==> config.mk <==
export PLATFORM = sky130hd
export DESIGN_NAME = note_sequencer
export DESIGN_NICKNAME = d
export VERILOG_FILES = /design/src/rtl/note_sequencer.sv
export SDC_FILE = /design/constraint.sdc
export NUM_CORES = 1
export LEC_CHECK = 0
export ABC_AREA = 1
export BUFFER_PORTS_ARGS = -buffer_cell sky130_fd_sc_hd__buf_2
export CAP_MARGIN = 25
export CORE_MARGIN = 5
export CORE_UTILIZATION = 54
export CTS_BUF_LIST = sky130_fd_sc_hd__clkbuf_8
export DETAILED_ROUTE_END_ITERATION = 8
export MAX_ROUTING_LAYER = met4
export PLACE_DENSITY_LB_ADDON = 0.2
export SETUP_SLACK_MARGIN = 0.2
export SKIP_CTS_REPAIR_TIMING = 1
export SLEW_MARGIN = 20
export SYNTH_ARGS = -nofsm -noshare
export SYNTH_HDL_FRONTEND = slang
export SYNTH_SLANG_ARGS = --single-unit
==> constraint.sdc <==
create_clock -name clk -period 1.9 [get_ports clk]
set_clock_uncertainty 0.15 [all_clocks]
set_input_delay 0.38 -clock clk [delete_from_list [all_inputs] [get_ports clk]]
set_output_delay 0.38 -clock clk [all_outputs]
set_load 0.02 [all_outputs]
==> src/rtl/note_sequencer.sv <==
// note_sequencer: record/playback controller for a 4 x 4-bit note memory.
// Latency: write strobes are combinational with key_valid; note_out follows entry to a note by 1 cycle.
// Backpressure: none; start_* while busy is ignored, stop/rst abort to IDLE at the next edge.
// Build option: define NOTE_SEQUENCER_LOOP_EN to wrap playback from address 3 back to 0 forever.
module note_sequencer #(
  parameter int NOTE_TICKS = 250,
  parameter int GAP_TICKS  = 50
) (
  input  logic       clk,
  input  logic       rst,
  input  logic       tick,
  input  logic       start_rec,
  input  logic       start_play,
  input  logic       stop,
  input  logic       key_valid,
  input  logic [3:0] key_note,
  input  logic [3:0] ram_q,
  output logic       ram_we,
  output logic       ram_load,
  output logic [1:0] ram_addr,
  output logic [3:0] ram_d,
  output logic [3:0] note_out,
  output logic       note_valid,
  output logic       busy,
  output logic       done
);

  localparam int MAX_TICKS = (NOTE_TICKS > GAP_TICKS) ? NOTE_TICKS : GAP_TICKS;
  localparam int CW = $clog2(MAX_TICKS + 1);
  localparam logic [CW-1:0] NOTE_END = CW'(NOTE_TICKS);
  localparam logic [CW-1:0] GAP_END  = CW'(GAP_TICKS);

  typedef enum logic [1:0] {
    IDLE      = 2'd0,
    REC       = 2'd1,
    PLAY_NOTE = 2'd2,
    PLAY_GAP  = 2'd3
  } state_t;

  state_t          state_q, state_d;
  logic [1:0]      idx_q, idx_d;
  logic [CW-1:0]   cnt_q, cnt_d;
  logic [CW-1:0]   cnt_inc;
  logic [3:0]      note_q, note_d;
  logic            done_q, done_d;
  logic            wr;

  // State register with synchronous reset; reset behaves exactly like an abort.
  always_ff @(posedge clk) begin
    if (rst) begin
      state_q <= IDLE;
      idx_q   <= 2'd0;
      cnt_q   <= '0;
      note_q  <= 4'd0;
      done_q  <= 1'b0;
    end else begin
      state_q <= state_d;
      idx_q   <= idx_d;
      cnt_q   <= cnt_d;
      note_q  <= note_d;
      done_q  <= done_d;
    end
  end

  // Next-state logic: mode entry, record addressing, tick-timed note/gap phases, abort.
  always_comb begin
    state_d = state_q;
    idx_d   = idx_q;
    cnt_d   = cnt_q;
    note_d  = note_q;
    done_d  = 1'b0;
    wr      = 1'b0;
    cnt_inc = cnt_q + CW'(1);

    case (state_q)
      IDLE: begin
        idx_d  = 2'd0;
        cnt_d  = '0;
        note_d = 4'd0;
        if (start_rec) begin
          state_d = REC;
        end else if (start_play) begin
          state_d = PLAY_NOTE;
        end
      end

      REC: begin
        if (stop) begin
          state_d = IDLE;
          idx_d   = 2'd0;
        end else if (key_valid) begin
          wr = 1'b1;
          if (idx_q == 2'd3) begin
            state_d = IDLE;
            idx_d   = 2'd0;
            done_d  = 1'b1;
          end else begin
            idx_d = idx_q + 2'd1;
          end
        end
      end

      PLAY_NOTE: begin
        if (stop) begin
          // A tick in the same cycle as stop is simply dropped.
          state_d = IDLE;
          idx_d   = 2'd0;
          cnt_d   = '0;
          note_d  = 4'd0;
        end else begin
          // Address is stable for the whole note, so ram_q can be sampled every cycle.
          note_d = ram_q;
          if (tick) begin
            if (cnt_inc == NOTE_END) begin
              state_d = PLAY_GAP;
              cnt_d   = '0;
              note_d  = 4'd0;
            end else begin
              cnt_d = cnt_inc;
            end
          end
        end
      end

      PLAY_GAP: begin
        if (stop) begin
          state_d = IDLE;
          idx_d   = 2'd0;
          cnt_d   = '0;
          note_d  = 4'd0;
        end else if (tick) begin
          if (cnt_inc == GAP_END) begin
            cnt_d = '0;
`ifdef NOTE_SEQUENCER_LOOP_EN
            // 2-bit index wraps 3 -> 0, so playback repeats until stop/rst.
            idx_d   = idx_q + 2'd1;
            state_d = PLAY_NOTE;
`else
            if (idx_q == 2'd3) begin
              state_d = IDLE;
              idx_d   = 2'd0;
              done_d  = 1'b1;
            end else begin
              idx_d   = idx_q + 2'd1;
              state_d = PLAY_NOTE;
            end
`endif
          end else begin
            cnt_d = cnt_inc;
          end
        end
      end

      default: begin
        state_d = IDLE;
        idx_d   = 2'd0;
        cnt_d   = '0;
        note_d  = 4'd0;
      end
    endcase
  end

  // Write port is suppressed during the reset cycle so a reset never lands a stray write.
  assign ram_we     = wr & ~rst;
  assign ram_load   = ram_we;
  assign ram_addr   = idx_q;
  assign ram_d      = ram_we ? key_note : 4'd0;
  assign note_out   = note_q;
  assign note_valid = (note_q != 4'd0);
  assign busy       = (state_q != IDLE);
  assign done       = done_q;

endmodule
# Word level (Yosys, flattened, before mapping)
# Index checks and enable logic that the tools add are counted.
[word_totals]
regBits = 17
input_bits = 15
output_inout_bits = 15
wordCells = 76
[classes]
addsub = 2
n_eq_ne = 15
n_mux = 44
n_bitwise = 2
reduce_logical = 8
[op_table]
columns = ["op", "count"]
rows = [
  ["$mux 8", 6],
  ["$mux 2", 19],
  ["$pmux 8 s3", 1],
  ["$ne 3x3->1 const B", 7],
  ["$mux 4", 5],
  ["$pmux 2 s4", 2],
  ["$pmux 4 s3", 1],
  ["$mux 1", 9],
  ["$add 8x1->8 const B", 1],
  ["$eq 8x6->1 const B", 1],
  ["$eq 8x8->1 const B", 1],
  ["$reduce_and 7->1", 1],
  ["$eq 2x2->1 const B", 3],
  ["$ne 2x2->1 const B", 2],
  ["$reduce_and 4->1", 1],
  ["$reduce_bool 4->1", 1],
  ["$reduce_and 3->1", 1],
  ["$reduce_bool 3->1", 1],
  ["$add 2x1->2 const B", 1],
  ["$eq 2x1->1 const B", 1],
  ["$logic_not 2->1", 1],
  ["$pmux 1 s2", 1],
  ["$reduce_and 2->1", 1],
  ["$reduce_bool 2->1", 1],
  ["2 further kinds", 2],
]

# Logic depth before layout (Yosys ltp)
# Gate-level depths: netlist (run 1).
[depth]
depth_word = 6
depth_mapped = 13
ltp_nobuf = 13

# Worst setup path before layout (run 1)
# Ideal clock, no wire load.
[synth_timing]
kind = "register to output"
start = "register state_q[0]"
end = "output ram_d[0]"
t_arrival_ns = 1.472
t_required_ns = 1.370
slack_ns = -0.102
stages_incl_launch_ff = 7
path_buffers = 0
path_cell_list = "dfxtp_1 > inv_2 > nor2_1 > nand3_1 > nor2_1 > inv_1 > nor2_1"
[synth_via]
elab_chain_cells = 4
[synth_lines]
columns = ["element", "line_no", "rtl"]
rows = [
  ["start: declaration", "40", "state_t state_q, state_d;"],
  ["start signal: assignment", "57", "state_q <= state_d;"],
  ["$eq 2x1->1", "75", "case (state_q)"],
  ["$mux 1", "75", ""],
  ["$and 1x1->1", "164", "assign ram_we = wr & ~rst;"],
  ["net ram_load", "19", "output logic ram_load,"],
  ["$mux 4", "167", "assign ram_d = ram_we ? key_note : 4'd0;"],
  ["end: declaration", "21", "output logic [3:0] ram_d,"],
]
# The timed path passes the listed nets, and every way through them passes these cells.

# Final worst setup path (run 1)
[layout_timing]
start = "register state_q[0]"
end = "output ram_d[0]"
[layout_via]
elab_chain_cells = 4
[layout_lines]
columns = ["element", "line_no"]
rows = [
  ["$eq 2x1->1", "75"],
  ["$mux 1", "75"],
  ["$and 1x1->1", "164"],
  ["$mux 4", "167"],
]
# No other way between the ends.

==> results of run 1 <==
-- synth_stat cells (all sizes together) --
cell	n	area, um2
a21oi	16	80.1
a31o	1	8.76
buf	1	7.51
clkbuf	1	3.75
clkinv	1	3.75
dfxtp	17	340
ha	3	37.5
inv	27	101
nand2	55	244
nand3	15	100
nand3b	1	7.51
nand4	7	43.8
nor2	26	125
nor3	4	31.3
o21ai	4	23.8
o21bai	1	7.51
o22ai	1	6.26
o31ai	1	7.51
or4	1	7.51
xor2	1	8.76
-- registers in the layout, summed over array words and instances, names as in the netlist --
signal,flops
note_out,4
state_q,2
cnt_q,8
ram_addr,2
done,1
-- worst max-delay path, delay by kind of cell (launching register included) --
family                 cells  cell delay (ps)
AND/OR/NAND/NOR            4              480
buffers and inverters      3              240
flip-flops                 1              390
-- worst max-delay path by stage --
| stage | from | to | slack [ps] |
|---|---|---|---|
| after global routing | state_q[0] | ram_d[2] | -60 |
| after global placement | stop | ram_d[2] | 130 |
| final | state_q[0] | ram_d[0] | -5 |
| after floorplan | state_q[0] | ram_d[0] | 170 |
| after detailed placement | cnt_q[1] | state_q[0] | 80 |
| after CTS | state_q[0] | ram_d[3] | -110 |
-- kinds of logic after synthesis --
group | count (synthesis) | share of synthesized area (%)
simple gates | 109 | 46.8
buf+inv | 30 | 9.73
compound gates | 24 | 11.2
flops | 17 | 28.5
fa+ha+maj | 3 | 3.14
xor+xnor | 1 | 0.732
-- stage by stage --
step	util (%)	hold WS, ps
finish	78.0	234
CTS	67.7	242
global placement	65.6	314
detailed placement	65.6	317
floorplan	-	299
global route	78.0	231
-- report_power, final --
group          switching, W  total (W)  internal, W
registers         0.0000481   0.000444     0.000396
clock network      0.000133   0.000278     0.000146
logic              0.000401   0.000634     0.000233
-- cell type report --
| cell class | instances | area [um2] |
|---|---|---|
| Multi-Input combinational cell | 137 | 888 |
| Sequential cell | 17 | 358 |
| Clock inverter | 1 | 5.00 |
| Tap cell | 28 | 35.0 |
| Clock buffer | 3 | 41.3 |
| Timing Repair Buffer | 39 | 253 |
| Fill cell | 160 | 477 |
| Inverter | 28 | 113 |
-- layer usage --
layer  part of all wire (%)  wire length (um)  vias up
met5                      0                 0        -
met4                    2.4                89        0
met3                    5.1               188       11
met2                     52              1900       53
met1                     41              1500      649
li1                       -                 -      676
==> run_results.csv, run 1 <==
group,metric,value,unit
synth,syn_inst,184,
timing,setup_slack,-4.95,ps
synth,synth_area,1200,um2
synth,ys_warn_count,0,
grt,grt.overflow.total,0,
place,dp_slack,78.8,ps
outcome,outcome,"complete, but fails checks",
die,coreArea,2170,um2
die,die_x,57.1,um
routing,vias_per_cell,5.49,
grt,grt_start_max_net_pins,14,
routing,drc,0,
grt,globalRouteMet1Util,22.4,%
routing,wl_per_cell,14.5,um
critical_path,path_class,"flip-flop to output port",
synth,synth.avg_cell_area,6.50,um2
outcome,violations,"negative setup slack",
die,rows,17,
place,placed_area,1420,um2
power,max-vdd-ir-drop,0.000739,V
layout,final_common_cell,"nand2_1",
critical_path,path_cells,"inv_4 -> nor2_4 -> nand3_2 -> nor2_4 -> inv_4 -> nor2_4 -> buf_6",
grt,grt_pass1_vias,1213,
critical_path,arrival,1370,ps
critical_path,required,1370,ps
critical_path,rr_endpoint,"cnt_q[1]",
power,total_power,0.00136,W
grt,track_usage,19.1,%
critical_path,cp-end-kind,"output port",
layout,drive_above_1_share,48.4,%
place,portBuffers,29,
clock_network,h-tree-depth,1,
min_path,hold_path_end,"note_out[2]",
critical_path,crit_slowest_cell,"dfxtp_4",
clock_network,cts.root.buffer_cell,"clkbuf_8",
timing,max_clock_freq,525,MHz
layout,instances_no_fill,253,
die,ios,30,
layout,diodes,0,
timing,timing.final.setup_violations,3,
timing,min_period_over_period,100,%
routing,vias,1389,
critical_path,reg2reg_slack,120,ps
grt,antenna_found_initial,0,
layout,final_cell_area,1690,um2
timing,final.setup.tns,-10.3,ps
grt,grt.busiest_layer,"met2",
clock_network,insertion_delay,260,ps
place,hpwlAfterDp,2.27,mm
timing,tightest_slew,507,ps
min_path,hold_class,"input port to flip-flop",
min_path,worstHoldStart,"ram_q[2]",
critical_path,cp_max_fo,4,
clock_network,clk_pin_slew_worst_paths,70,ps
grt,met2_usage,32.5,%
synth,syn_nets,202,
synth,netlist-cell-type-count,29,
critical_path,worst_setup_path_start_kind,"flip-flop",
routing,drt_pass1_iterations,4,
place,dp_cells,243,
min_path,whs_path_depth,3,
place,place_congestion,0.848,
layout,final_cell_mix,"nand2_1, inv_1, buf_2",
die,dieHeight,57.1,um
job,cap_viol_max_count,0,
timing,drv_slew,0,
clock_network,cts_tree,"yes",
layout,nNetsFinal,244,
timing,rsz0062_at_grt,"yes",
critical_path,rr_worst_depth,12,
grt,grt_pass1_wl,4.92,mm
critical_path,worst_r2r_startpoint,"cnt_q[1]",
critical_path,slowest_delay,390,ps
critical_path,timing.critical_path.mode_cell,"nor2_4",
clock_network,cts-buffers-inserted,3,
routing,ant_nets,0,
timing,relSlewSlack,65.9,%
grt,use_met3,3.39,%
routing,routed_wl,3.68,mm
clock_network,clock_path_buffers,2,
power,powerDensity,802,nW/um2
synth,synth.yosys.seq_area_share,28.5,%
routing,drt_iter0_drc,55,
timing,period_minus_slack,1900,ps
die,start_util,55.1,%
layout,area_growth,41.5,%
timing,hold_viol,0,
die,die_area,3260,um2
synth,ys_seq_elements,17,
clock_network,cts_sinks,17,
power,leakage,0.706,nW
Power figures use the tool's default switching activity.
==> run 2: changes to the inputs <==
--- a/config.mk
+++ b/config.mk
@@ -5,11 +5,11 @@
 export SDC_FILE = /design/constraint.sdc
 export NUM_CORES = 1
 export LEC_CHECK = 0
-export ABC_AREA = 1
+export ABC_AREA = 0
 export BUFFER_PORTS_ARGS = -buffer_cell sky130_fd_sc_hd__buf_2
 export CAP_MARGIN = 25
 export CORE_MARGIN = 5
-export CORE_UTILIZATION = 54
+export CORE_UTILIZATION = 53
 export CTS_BUF_LIST = sky130_fd_sc_hd__clkbuf_8
 export DETAILED_ROUTE_END_ITERATION = 8
 export MAX_ROUTING_LAYER = met4
==> run 2 against run 1 <==
The flow still finishes with violations (negative setup slack). Core utilization grew 7.9 points. Synthesized area is 14% lower. Setup slack worse by 170 ps. Synthesized cell count down 35%. Sequential power decreased by 18%. Clock power up 4%. Sequential cell count unchanged. Cell count down 17%. Register-to-register slack got worse by 290 ps. Power is 44% lower. Combinational power is 82% lower.
==> run_results.csv, run 2 <==
group,metric,value,unit
timing,rsz0062_at_grt,"yes",
die,start_util,53.9,%
die,die_x,54.0,um
layout,seq_area,355,um2
critical_path,cp-end-kind,"flip-flop",
synth,ys_seq_elements,17,
timing,timing.final.setup_violations,14,
power,sw_frac_of_total,27.4,%
grt,grt_start_max_net_pins,11,
layout,final_common_cell,"buf_4",
die,dieHeight,54.0,um
routing,vias_per_cell,6.12,
clock_network,cts_tree,"yes",
grt,grt_pass1_wl,4.64,mm
layout,final_cell_mix,"buf_4, buf_2, nand2_1, dfxtp_1, inv_1",
timing,hold_viol,0,
timing,setup_slack,-175,ps
min_path,hold_class,"input port to flip-flop",
timing,drv_slew,0,
synth,synth_edf_count,0,
layout,diodes,0,
synth,synth_common_cells,"dfxtp_1, nand2_1, a21oi_1, inv_1, nand3_1",
place,portBuffers,29,
synth,synthTopCellsByArea,"dfxtp_1, a22o_1, nand2_1",
clock_network,cts_sinks,17,
critical_path,worst_setup_path_start_kind,"flip-flop",
timing,min_period_over_period,109,%
critical_path,required,1930,ps
die,coreArea,1900,um2
grt,grt.overflow.total,0,
place,place_congestion,0.923,
routing,vias,1280,
critical_path,slowest_delay,370,ps
layout,multi_input_area,768,um2
routing,drc,0,
clock_network,clock_path_buffers,2,
critical_path,path_class,"flip-flop to flip-flop",
synth,syn_nets,137,
layout,area_growth,59.3,%
die,rows,16,
min_path,whs_path_depth,2,
critical_path,rr_worst_depth,8,
clock_network,insertion_delay,260,ps
critical_path,crit_slowest_cell,"dfxtp_4",
timing,final.setup.tns,-1700,ps
grt,grt_pass1_vias,1024,
critical_path,arrival,2110,ps
critical_path,path_cells,"ha_4 -> and3_2 -> o221ai_4 -> a21oi_4 -> buf_4 -> a31oi_4 -> o21ai_1 -> a31oi_1",
synth,yosysMostFrequentCell,"dfxtp_1",
outcome,outcome,"complete, but fails checks",
routing,drt_pass1_iterations,4,
layout,nNetsFinal,201,
timing,relSlewSlack,58.6,%
synth,synth.avg_cell_area,8.62,um2
clock_network,clk_pin_slew_worst_paths,80,ps
grt,track_usage,22.8,%
synth,ys_async_sr_fraction,0,%
synth,yosysTopAreaCellShare,33.2,%
die,ios,30,
layout,largest-register,"cnt_q",
routing,routed_wl,3.75,mm
place,hpwlAfterDp,2.36,mm
routing,drt_iter0_drc,49,
power,powerDensity,468,nW/um2
power,power.share.sequential,47.3,%
clock_network,cts-buffers-inserted,3,
clock_network,h-tree-depth,1,
grt,antenna_found_initial,0,
layout,drive_above_1_share,54.4,%
place,dp_slack,-118,ps
power,p_comb_share,15.1,%
routing,wl_per_cell,18.0,um
synth,synth_area,1030,um2
synth,synth_top_area_cell,"dfxtp_1",
synth,syn_inst,119,
synth,synth.yosys.seq_area_share,33.2,%
power,clockPowerShare,37.6,%
layout,largest_reg_flops,8,
synth,ys_warn_count,0,
power,max-vdd-ir-drop,0.000514,V
routing,ant_nets,0,
timing,period_minus_slack,2070,ps
timing,max_clock_freq,482,MHz
power,power_switching,0.000210,W
layout,n_fill_cell,114,
timing,tightest_slew,617,ps
power,p_int,0.000556,W
clock_network,cts.root.buffer_cell,"clkbuf_8",
synth,netlist-cell-type-count,43,
job,cap_viol_max_count,0,
die,die_area,2920,um2
synth,synth_flop_cell,"dfxtp_1",
outcome,violations,"negative setup slack",
power,leakage,0.705,nW
critical_path,cp_max_fo,5,
-- run 2: stage by stage --
step / cells / total power [W] / hold WS [ps] / area [um2] / util (%)
after floorplan: 119 / 0.000420 / 296 / 1050 / -
after global placement: 196 / 0.000468 / 314 / 1390 / 73.1
after detailed placement: 196 / 0.000471 / 338 / 1390 / 73.1
after CTS: 200 / 0.000746 / 178 / 1440 / 75.5
after global routing: 209 / 0.000786 / 192 / 1630 / 85.9
final: 209 / 0.000765 / 176 / 1630 / 85.9
-- run 2: metal layers --
| layer | GRT usage (%) | up-vias | part of all wire (%) |
|---|---|---|---|
| met5 | - | - | 0 |
| met3 | 3.05 | 29 | 6.1 |
| met4 | 9.96 | 0 | 5.3 |
| li1 | - | 573 | - |
| met2 | 41.1 | 79 | 52 |
| met1 | 24.7 | 599 | 37 |
-- run 2: critical path, delay by kind of cell (launching register included) --
kind | cells | cell delay, ps
compound gates | 5 | 900
flops | 1 | 370
simple gates | 1 | 240
fa+ha+maj | 1 | 180
buf+inv | 1 | 150
-- run 2: cells by family after synthesis --
family,share of synthesized area [%]
flip-flops,33.2
AO/OA/AOI/OAI,25.6
AND/OR/NAND/NOR,28.8
adder cells (fa/ha/maj),3.66
buffers and inverters,4.39
XOR/XNOR,2.44
multiplexers,1.95
-- run 2: final timing paths --
path | start | end | slack [ps]
min | ram_q[0] | note_out[0] | 180
min reg2reg | ram_addr[1] | ram_addr[1] | 340
max | cnt_q[0] | cnt_q[7] | -170
max reg2reg | cnt_q[0] | cnt_q[7] | -170
-- run 2: final cells by class --
| cell class | count | area share, % |
|---|---|---|
| flip-flops and latches | 17 | 21.7 |
| repair buffers | 62 | 25.0 |
| well taps | 27 | 2.07 |
| multi-input cells | 93 | 47.0 |
| clock buffers | 3 | 2.53 |
| clock inverters | 1 | 0.306 |
| inverters | 6 | 1.38 |
-- run 2: power groups by stage --
stage | Sequential [W] | Clock, W | Combinational [W]
floorplan | 0.000376 | 0 | 0.0000441
global placement | 0.000370 | 0 | 0.0000974
detailed placement | 0.000371 | 0 | 0.000100
CTS | 0.000363 | 0.000283 | 0.000100
global route | 0.000363 | 0.000301 | 0.000123
finish | 0.000362 | 0.000288 | 0.000115
==> run 3: changes to the inputs <==
==> constraint.sdc (replaced) <==
create_clock -name clk -period 1.9 [get_ports clk]
set_clock_uncertainty 0.15 [all_clocks]
set_input_delay 0.285 -clock clk [delete_from_list [all_inputs] [get_ports clk]]
set_output_delay 0.285 -clock clk [all_outputs]
set_load 0.02 [all_outputs]
==> run 3 against run 2 <==
The flow still finishes with violations (negative setup slack). Cell area increased by 0.46%. Critical path depth decreased by 1. Setup slack got worse by 4.3 ps. Cell count fell by 2.4%. Sequential cell count stayed put. Count of clock-buffer cells in the layout stayed put. Via count decreased by 4.7%. Combinational power up 7%. Power grew 0.69%. Register-to-register slack about the same. Critical endpoint unchanged. Largest power group unchanged.
==> run_results.csv, run 3 (synthesized netlist as in run 2, its figures left out) <==
group,metric,value,unit
layout,final_common_cell,"buf_4",
grt,grt_pass1_wl,4.37,mm
routing,drt_pass1_iterations,4,
layout,nNetsFinal,196,
min_path,whs_path_depth,2,
critical_path,cp_max_fo,5,
routing,wl_per_cell,17.8,um
min_path,hold_path_end,"note_out[2]",
layout,n_fill_cell,104,
layout,instances_no_fill,204,
layout,final_cell_mix,"buf_4, buf_2, nand2_1",
job,cap_viol_max_count,0,
layout,largest-register,"cnt_q",
critical_path,rr_endpoint,"cnt_q[7]",
die,die_area,2920,um2
clock_network,cts_tree,"yes",
grt,grt_start_max_net_pins,11,
grt,grt_pass1_vias,1062,
critical_path,worst_r2r_startpoint,"cnt_q[0]",
timing,hold_viol,0,
timing,drv_slew,0,
critical_path,rr_worst_depth,7,
routing,ant_nets,0,
place,dp_cells,193,
routing,vias,1220,
clock_network,clk_pin_slew_worst_paths,70,ps
place,place_congestion,0.931,
clock_network,cts.root.buffer_cell,"clkbuf_8",
routing,vias_per_cell,5.98,
die,coreArea,1900,um2
timing,tightest_slew,552,ps
grt,grt.overflow.total,0,
routing,drt_iter0_drc,47,
power,leakage,0.694,nW
layout,diodes,0,
outcome,violations,"negative setup slack",
die,ios,30,
timing,min_period_over_period,109,%
critical_path,cp-end-kind,"flip-flop",
place,portBuffers,29,
power,max-vdd-ir-drop,0.000417,V
outcome,outcome,"complete, but fails checks",
layout,area_growth,60.0,%
clock_network,h-tree-depth,1,
die,dieHeight,54.0,um
timing,max_clock_freq,481,MHz
power,powerDensity,470,nW/um2
grt,track_usage,21.0,%
min_path,worstHoldStart,"ram_q[2]",
routing,drc,0,
die,start_util,53.9,%
die,rows,16,
routing,routed_wl,3.62,mm
place,hpwlAfterDp,2.18,mm
layout,drive_above_1_share,55.4,%
timing,rsz0062_at_grt,"yes",
critical_path,arrival,2100,ps
grt,antenna_found_initial,0,
place,dp_slack,-126,ps
clock_network,cts-buffers-inserted,3,
critical_path,worst_setup_path_start_kind,"flip-flop",
clock_network,cts_sinks,17,
critical_path,path_class,"flip-flop to flip-flop",
timing,setup_slack,-179,ps
timing,period_minus_slack,2080,ps
critical_path,required,1920,ps
clock_network,insertion_delay,260,ps
die,die_x,54.0,um
layout,largest_reg_flops,8,
clock_network,clock_path_buffers,2,
timing,timing.final.setup_violations,12,
timing,relSlewSlack,63.0,%
critical_path,reg2reg_slack,-180,ps
min_path,hold_class,"input port to flip-flop",
[run 3: report_power, final]
group	switching [W]	internal (W)	leakage (nW)	total (W)
combinational	0.0000671	0.0000560	0.526	0.000123
clock	0.000138	0.000146	0.0255	0.000284
sequential	0.00000428	0.000359	0.142	0.000363
[run 3: how the worst max path moves through the flow]
| stage | startpoint | to | slack (ps) | cells after the start |
|---|---|---|---|---|
| 6_report | cnt_q[0] | cnt_q[7] | -180 | 7 |
| 4_1_cts | cnt_q[3] | ram_addr[1] | -150 | 6 |
| 3_5_place_dp | cnt_q[4] | ram_addr[1] | -130 | 6 |
| 3_3_place_gp | cnt_q[1] | cnt_q[5] | -60 | 8 |
| 5_1_grt | cnt_q[0] | cnt_q[7] | -300 | 7 |
| 2_1_floorplan | cnt_q[0] | state_q[0] | 50 | 7 |
[run 3: layout make-up]
type | instances | area [um2] | share of cell area (%)
clock inverter | 1 | 5.00 | 0.305
clock buffer | 3 | 41.3 | 2.52
multi-input combinational | 93 | 777 | 47.3
inverter | 6 | 22.5 | 1.37
tap | 27 | 33.8 | 2.06
timing repair buffer | 57 | 407 | 24.8
sequential | 17 | 355 | 21.6
[run 3: per-stage QoR]
| stage | hold slack (ps) | utilization, % | TNS (ps) | total power, W | cell area (um2) |
|---|---|---|---|---|---|
| 2_1_floorplan | 201 | - | 0 | 0.000420 | 1050 |
| 3_3_place_gp | 313 | 71.8 | -288 | 0.000467 | 1370 |
| 3_5_place_dp | 333 | 71.8 | -792 | 0.000470 | 1370 |
| 4_1_cts | 81.8 | 74.3 | -1100 | 0.000745 | 1410 |
| 5_1_grt | 88.6 | 86.3 | -2250 | 0.000793 | 1640 |
| 6_report | 83.4 | 86.3 | -950 | 0.000771 | 1640 |
[run 3: worst max-delay path: stages, from the launching register on]
cell and delay [ps]:
dfxtp_4 370, ha_4 180, and3_1 220, o221ai_4 260
a21oi_4 70, a31oi_2 350, o21ai_1 130, a31oi_1 260
[run 3: metal layers]
metal / share of wire (%) / up-vias / GRT usage (%) / routed length, um
met4: 3.8 / 0 / 9.96 / 136
met5: 0 / - / - / 0
met3: 6.4 / 13 / 3.60 / 233
met2: 53 / 63 / 38.9 / 1910
li1: - / 567 / - / -
met1: 37 / 577 / 21.0 / 1340
